===== src/rtl/mem_access_unit.sv =====
// Load/store sequencer in front of Data_Memory: one request at a time, base+offset
// addressing, misalignment rejection, single-cycle access and saturating debug counters.
module mem_access_unit #(
    parameter int ADDR_W = 8,
    parameter int DATA_W = 64,
    parameter int CNT_W  = 16
) (
    input  logic              Clock,
    input  logic              Reset_n,
    input  logic              Req_Valid,
    output logic              Req_Ready,
    input  logic              Req_Write,
    input  logic [DATA_W-1:0] Req_Base,
    input  logic [15:0]       Req_Offset,
    input  logic [DATA_W-1:0] Req_WData,
    output logic              Resp_Valid,
    input  logic              Resp_Ready,
    output logic [DATA_W-1:0] Resp_Data,
    output logic              Resp_Err,
    output logic              MemRead,
    output logic              MemWrite,
    output logic [ADDR_W-1:0] Address,
    output logic [DATA_W-1:0] WriteData,
    input  logic [DATA_W-1:0] ReadData,
    output logic [CNT_W-1:0]  Load_Count,
    output logic [CNT_W-1:0]  Store_Count,
    output logic [CNT_W-1:0]  Err_Count
);

    typedef enum logic [1:0] {IDLE, ACCESS, RESP} stateT;

    stateT             state, nextState;
    logic [DATA_W-1:0] addrSum;
    logic [ADDR_W-1:0] effAddr;
    logic              misaligned;
    logic              unusedSumBits;

    function automatic logic [CNT_W-1:0] satInc(input logic [CNT_W-1:0] value);
        return (&value) ? value : value + 1'b1;
    endfunction

    // Only the low ADDR_W bits of the sum address memory; wrap-around is intentional.
    assign addrSum       = Req_Base + {{(DATA_W-16){Req_Offset[15]}}, Req_Offset};
    assign effAddr       = addrSum[ADDR_W-1:0];
    assign unusedSumBits = &{1'b0, addrSum[DATA_W-1:ADDR_W]};
    assign misaligned    = |effAddr[2:0];

    assign Req_Ready  = (state == IDLE);
    assign Resp_Valid = (state == RESP);

    always_ff @(posedge Clock or negedge Reset_n) begin
        if (!Reset_n) state <= IDLE;
        else          state <= nextState;
    end

    // NOTE: next-state is assigned a default before the case so no path leaves it unassigned, which would infer a latch.
    always_comb begin
        nextState = state;
        case (state)
            IDLE:    if (Req_Valid) nextState = misaligned ? RESP : ACCESS;
            ACCESS:  nextState = RESP;
            RESP:    if (Resp_Ready) nextState = IDLE;
            default: nextState = IDLE;
        endcase
    end

    // NOTE: all registered state uses non-blocking assignments so every flop samples pre-edge values.
    always_ff @(posedge Clock or negedge Reset_n) begin
        if (!Reset_n) begin
            Resp_Data   <= '0;
            Resp_Err    <= 1'b0;
            MemRead     <= 1'b0;
            MemWrite    <= 1'b0;
            Address     <= '0;
            WriteData   <= '0;
            Load_Count  <= '0;
            Store_Count <= '0;
            Err_Count   <= '0;
        end else begin
            case (state)
                IDLE: begin
                    if (Req_Valid) begin
                        Resp_Data <= '0;
                        Resp_Err  <= misaligned;
                        if (misaligned) begin
                            Err_Count <= satInc(Err_Count);
                        end else begin
                            Address  <= effAddr;
                            MemRead  <= !Req_Write;
                            MemWrite <= Req_Write;
                            if (Req_Write) WriteData <= Req_WData;
                        end
                    end
                end
                ACCESS: begin
                    // The strobe registers double as the latched opcode for this cycle.
                    MemRead  <= 1'b0;
                    MemWrite <= 1'b0;
                    if (MemRead) begin
                        Resp_Data  <= ReadData;
                        Load_Count <= satInc(Load_Count);
                    end else begin
                        Store_Count <= satInc(Store_Count);
                    end
                end
                default: ;
            endcase
        end
    end

endmodule


===== config.mk =====
export PLATFORM = sky130hd
export DESIGN_NAME = mem_access_unit
export DESIGN_NICKNAME = d
export VERILOG_FILES = /design/src/rtl/mem_access_unit.sv
export SDC_FILE = /design/constraint.sdc
export NUM_CORES = 1
export LEC_CHECK = 0
export BUFFER_PORTS_ARGS = -buffer_cell sky130_fd_sc_hd__buf_2
export CORE_AREA = 2 2 156 158
export CTS_BUF_LIST = sky130_fd_sc_hd__clkbuf_16
export DETAILED_ROUTE_END_ITERATION = 10
export DIE_AREA = 0 0 158 160
export GPL_TIMING_DRIVEN = 0
export PLACE_DENSITY = 0.71
export SETUP_SLACK_MARGIN = 0.1
export SYNTH_ARGS = -nofsm -noshare
export SYNTH_HDL_FRONTEND = slang
export SYNTH_SLANG_ARGS = --single-unit

===== constraint.sdc =====
create_clock -name Clock -period 1.8 [get_ports Clock]
set_clock_uncertainty 0.2 [all_clocks]
set_input_delay 0.18 -clock Clock [delete_from_list [all_inputs] [get_ports Clock]]
set_output_delay 0.18 -clock Clock [all_outputs]
set_load 0.05 [all_outputs]

Word-level counts from Yosys, hierarchy flattened. Index checks and enable logic that the tools add are counted.

$add $sub $neg: 4. Equal/unequal tests: 6. Muxes and demuxes: 13. Bitwise gates (word level): 5. Reduce and logical (&&, ||, !) cells: 16.

Operators by type and width (number): 2-to-1 mux 64 bit (2); one-hot mux 64 bit (2 select lines) (1); adder 16 x 1 -> 16 bit, second input constant (3); AND reduction 16 bit (3); AND reduction 3 bit (5); adder 8 bit (1); AND reduction 4 bit (2); 2-to-1 mux 2 bit (3); != test 2 bit, second input constant (3); one-hot mux 2 bit (3 select lines) (1); inverter 1 bit (5); 2-to-1 mux 1 bit (4); one-hot mux 1 bit (2 select lines) (2); AND reduction 2 bit (2); OR reduction 3 bit (1); == test 2 x 1 -> 1 bit, second input constant (1); == test 2 bit, second input constant (1); zero test 2 bit (1); != test 2 x 1 -> 1 bit, second input constant (1); nonzero test 2 bit (1); zero test 1 bit (1).

Register bits after elaboration: 189. Input bits: 213. Output and inout bits: 189. Logic and storage cells: 54.

Longest topological paths before layout.
Depth in word-level cells: 5. Depth in mapped cells: 11. Depth with buffers taken out: 9.

Least setup slack after synthesis. OpenSTA, ideal clock, no wires.

Path kind: input-to-reg. From: in Req_Base[0]. To: reg WriteData[10]. Setup time: 0.125 ns. Arrival time: 2.041 ns. Required time: 1.475 ns. Setup slack: -0.566 ns. Cell stages on the path: 11. Path buffers: 2. Cells stage by stage: ha_1 inv_1 fa_1 nor2b_1 and2_1 buf_2 nand2_1 inv_2 nand2_4 buf_6 mux2_2.

Longest elaborated chain between the ends: 4.

Ends and longest elaborated chain: start: declaration (RTL line 13) `input logic [DATA_W-1:0] Req_Base,`; adder 8 bit (RTL line 43) `assign addrSum = Req_Base + {{(DATA_W-16){Req_Offset[15]}}, Req_Offset};`; OR reduction 3 bit (RTL line 46) `assign misaligned = |effAddr[2:0];`; inverter 1 bit (no line); AND reduction 4 bit (no line); end signal: assignment (RTL line 91) `if (Req_Write) WriteData <= Req_WData;`; end: declaration (RTL line 23) `output logic [DATA_W-1:0] WriteData,`.

Every way passes these cells. A chain may end at the register's enable or synchronous reset.

Worst setup path after layout.
From: reg Err_Count[1]. To: reg Err_Count[11].

Longest elaborated chain between the ends: 3. Elaborated cells between the ends (all ways): 4. Those cells by class: add/sub: 1; bitwise: 1; reduce/logical: 2.

Ends and longest elaborated chain: start: declaration (RTL line 27) `output logic [CNT_W-1:0] Err_Count`; start signal: assignment (RTL line 86) `Err_Count <= satInc(Err_Count);`; branches (longest 3 deep; another with adder 16 x 1 -> 16 bit).

Several ways; the timed one is not identified.

==> qor.csv <==
stage;metric;value;unit
run_status;outcome;finished, violations left;
run_status;violations;negative setup slack;
setup_path;critical_path_buf_inv_count;1;
final_layout;layout.cells.most_common;sky130_fd_sc_hd__buf_2;
placement;place.gp.congestion;0.826;
route;route.detailed.vias_per_inst;4.85;
logic_synthesis;synth.avg_cell_area;11.3;µm²
global_routing;global_route.usage.total;21.6;%
final_layout;diodes;0;
clock_tree;clock_insertion_delay_at_the_later_pin_of_the_skew_report;0.42;ns
setup_path;launch_point_of_the_worst_reg_to_reg_path;Err_Count[1]$_DFFE_PN0P_;
min_path;worstHoldPathCells;4;
setup_path;worst_reg_to_reg_cells;7;
route;post_route_m1_wl;11000;µm
route;drt_pass1_iterations;5;
logic_synthesis;synth_seq_cells;189;
setup_path;crit_family;compound AO/OA/AOI/OAI gates;
clock_tree;clkTransAtPathRegs;0.08;ns
die;die_h;160;µm
die;die-width;158;µm
final_layout;layoutNonFillerInstCount;1619;
route;wl_per_cell;18.7;µm
timing;max_freq;488;MHz
setup_path;end_kind;flop;
setup_path;crit_end;Err_Count[11]$_DFFE_PN0P_;
route;route.detailed.drc;0;
pwr;power_report.internal_total;10.1;mW
final_layout;drive_above_1_share;59.9;%
setup_path;worst_path_largest_cell_delay;0.55;ns
setup_path;worst_ep_required_time;1.94;ns
pwr;power_frac_seq;32.6;%
global_routing;grt_overflow_total;0;
clock_tree;cts.htree.levels;4;
min_path;hp-class;input pin to flop;
timing;max_slew.worst_pin.slew;0.715;ns
timing;timing.setup.tns;-12.06;ns
timing;worst_slack;-0.248;ns
pwr;net-switching-power;8.07;mW
route;wl_met3;2200;µm
die;die-area;0.0253;mm²
die;cell_row_count;57;
setup_path;timing.critical_path.from_type;flop;
placement;placed_cell_area;0.0104;mm²
placement;numPortBuffers;337;
die;floorplan.io_pins;402;
final_layout;final_cell_mix;sky130_fd_sc_hd__buf_2 (330), sky130_fd_sc_hd__dfrtp_1 (150), sky130_fd_sc_hd__dlygate4sd3_1 (134), sky130_fd_sc_hd__nand2_1 (80), sky130_fd_sc_hd__mux2_2 (61);
final_layout;postLayoutCellArea;0.0146;mm²
clock_tree;cts.sinks;189;
final_layout;design.final.nets;1506;
logic_synthesis;share_of_synthesized_area_occupied_by_flip_flops_and_latches;59.2;%
clock_tree;cts_tree;yes;
timing;maxSlewViolCount;0;
route;drt_first_iter_violations;321;
timing;finalCritPeriodShare;114;%
setup_path;critPathKind;flop to flop;
setup_path;reg2reg_setup_slack;-0.25;ns
timing;rsz0062_at_grt;yes;
setup_path;critical_path.cell_chain;ha_4 -> nand2_4 -> nor3_4 -> a2111o_2 -> buf_4 -> nor3_2 -> xor2_1;
pwr;vdd_ir_drop_max;0.824;mV
clock_tree;max-clock-path-buffers;2;
pwr;p_sw_share;44.4;%
route;routed_wl;30300;µm
timing;setup_viol;160;
setup_path;critical_path.reg2reg.endpoint;Err_Count[11]$_DFFE_PN0P_;
route;routed-via-count;7848;
logic_synthesis;synthArstFlopShare;100;%
timing;time_the_worst_path_needs_with_i_o_delays_and_setup;2.05;ns
logic_synthesis;cell_count_after_synthesis;707;
pwr;power.static_leakage;7.29;nW
global_routing;number_of_global_route_vias_before_repair;8023;
logic_synthesis;ys.flop_type;sky130_fd_sc_hd__dfrtp_1;
global_routing;grt_max_degree;103;
pwr;pwr_cell_area;1250;mW/mm²
placement;post-place-ws;-0.721;ns
clock_tree;cts.root.buffer_cell;sky130_fd_sc_hd__clkbuf_16;
setup_path;timing.critical_path.depth;7;
placement;numPlacedInstances;1369;
placement;dp_hpwl;16900;µm
logic_synthesis;post_synth_instance_area;0.00799;mm²
route;maxUsedRoutingLayer;met4;
global_routing;grt_pass1_wl;42600;µm
clock_tree;number_of_buffers_created_by_cts;17;
timing;slew-limit-headroom;52.3;%
logic_synthesis;synth.net_count;931;
job;drv.max_cap_violation_count;0;
logic_synthesis;synthDistinctLibCells;53;
global_routing;grt_antenna_before_repair;0;
timing;hold_violations;0;
setup_path;critical_path_peak_fanout;4;
route;antenna_violating_nets_post_route;0;
logic_synthesis;number_of_flops_mapped_to_enable_cells_by_yosys;0;
logic_synthesis;synth.yosys.warnings;0;
die;core_area;0.0238;mm²
setup_path;crit_start;Err_Count[1]$_DFFE_PN0P_;
final_layout;areaGrowthSynthToFinish;82.4;%
die;start_util;33.5;%
route;dr_wl_met2;16000;µm
setup_path;crit_path_arrival_time;2.19;ns
setup_path;cpMaxStageDelayCell;sky130_fd_sc_hd__a2111o_2;
pwr;clock_network_fraction_of_total_power;22.6;%
pwr;combinationalPowerShare;44.9;%
==> final cells by class <==
class / count / area, µm²
Buffer: 29 / 495
Clock buffer: 17 / 425
Clock inverter: 15 / 219
Fill cell: 1766 / 9260
Inverter: 12 / 57.6
Multi-Input combinational cell: 477 / 4070
Sequential cell: 189 / 4780
Tap cell: 324 / 405
Timing Repair Buffer: 556 / 4110
==> metrics by stage <==
step / hold slack, ns / utilization (%) / power, mW
2_1_floorplan: -0.316 / - / 10.6
3_3_place_gp: 0.197 / 43.5 / 12.3
3_5_place_dp: 0.0336 / 43.7 / 12.4
4_1_cts: 0.0274 / 57.4 / 17.6
5_1_grt: 0.0713 / 61.1 / 18.9
6_report: 0.0591 / 61.1 / 18.2
==> power groups by stage <==
| stage | Combinational, mW | Clock, mW | Sequential, mW |
|---|---|---|---|
| 6_report | 8.16 | 4.10 | 5.92 |
| 5_1_grt | 8.51 | 4.36 | 6.02 |
| 4_1_cts | 7.63 | 4.18 | 5.84 |
| 3_5_place_dp | 6.47 | 0 | 5.94 |
| 3_3_place_gp | 6.38 | 0 | 5.89 |
| 2_1_floorplan | 1.32 | 0 | 9.30 |
==> registers in the layout, summed over array words and instances (netlist names) <==
signal	cells
Resp_Data	64
Err_Count	16
Load_Count	16
Store_Count	16
Address	8
Resp_Err	1
state	2
MemRead	1
MemWrite	1
WriteData	64
==> cell families after synthesis <==
group / after synthesis / synth area share [%]
AO/OA/AOI/OAI: 102 / 7.19
XOR/XNOR: 42 / 4.61
adder cells (fa/ha/maj): 11 / 1.82
buffers and inverters: 42 / 2.63
flip-flops: 189 / 59.2
multiplexers: 70 / 9.84
AND/OR/NAND/NOR: 251 / 14.7
==> Yosys cell counts (8+ instances only) <==
| library cell | instances | area share (%) |
|---|---|---|
| sky130_fd_sc_hd__mux2_2 | 62 | 8.7 |
| sky130_fd_sc_hd__nand3_1 | 18 | 1.1 |
| sky130_fd_sc_hd__ha_1 | 10 | 1.6 |
| sky130_fd_sc_hd__a21oi_1 | 10 | 0.63 |
| sky130_fd_sc_hd__nor3_1 | 8 | 0.50 |
| sky130_fd_sc_hd__o21ai_0 | 71 | 4.4 |
| sky130_fd_sc_hd__clkbuf_1 | 13 | 0.61 |
| sky130_fd_sc_hd__nand2_1 | 153 | 7.2 |
| sky130_fd_sc_hd__xnor2_1 | 19 | 2.1 |
| sky130_fd_sc_hd__xor2_1 | 23 | 2.5 |
| sky130_fd_sc_hd__nand4_1 | 10 | 0.78 |
| sky130_fd_sc_hd__dfrtp_1 | 189 | 59 |
| sky130_fd_sc_hd__nor2_1 | 21 | 0.99 |
| sky130_fd_sc_hd__inv_1 | 11 | 0.52 |
==> worst reg2reg max path, stage by stage (launching register included) <==
cell and delay, ns:
sky130_fd_sc_hd__dfrtp_2 0.43, sky130_fd_sc_hd__ha_4 0.18, sky130_fd_sc_hd__nand2_4 0.08, sky130_fd_sc_hd__nor3_4 0.05, sky130_fd_sc_hd__a2111o_2 0.55, sky130_fd_sc_hd__buf_4 0.20, sky130_fd_sc_hd__nor3_2 0.12, sky130_fd_sc_hd__xor2_1 0.17
==> worst min path at each step <==
stage | from | to | slack (ns)
after CTS | Req_Offset[6] | Address[6]$_DFFE_PN0P_ | 0.03
after floorplan | Reset_n | Address[0]$_DFFE_PN0P_ | -0.32
after detailed placement | Reset_n | Store_Count[12]$_DFFE_PN0P_ | 0.03
after global routing | Req_Offset[5] | Address[5]$_DFFE_PN0P_ | 0.07
final | Req_Offset[5] | Address[5]$_DFFE_PN0P_ | 0.06
after global placement | Req_WData[8] | WriteData[8]$_DFFE_PN0P_ | 0.20
==> what timing repair did <==
action / CTS / global route
buffers inserted: 50 / 17
hold buffers: 134 / 0
endpoints found under the hold margin: 219 / 0
endpoints found under the setup margin: 181 / 185
gates resized for setup: 238 / 165
gates cloned: 12 / 8
pin swaps: 102 / 49
==> layer usage <==
metal	track usage [%]	vias to the layer above
met4	7.74	0
met5	0	-
li1	-	3566
met1	23.3	3829
met2	40.0	379
met3	5.73	74
(Power assumes the default switching activity.)
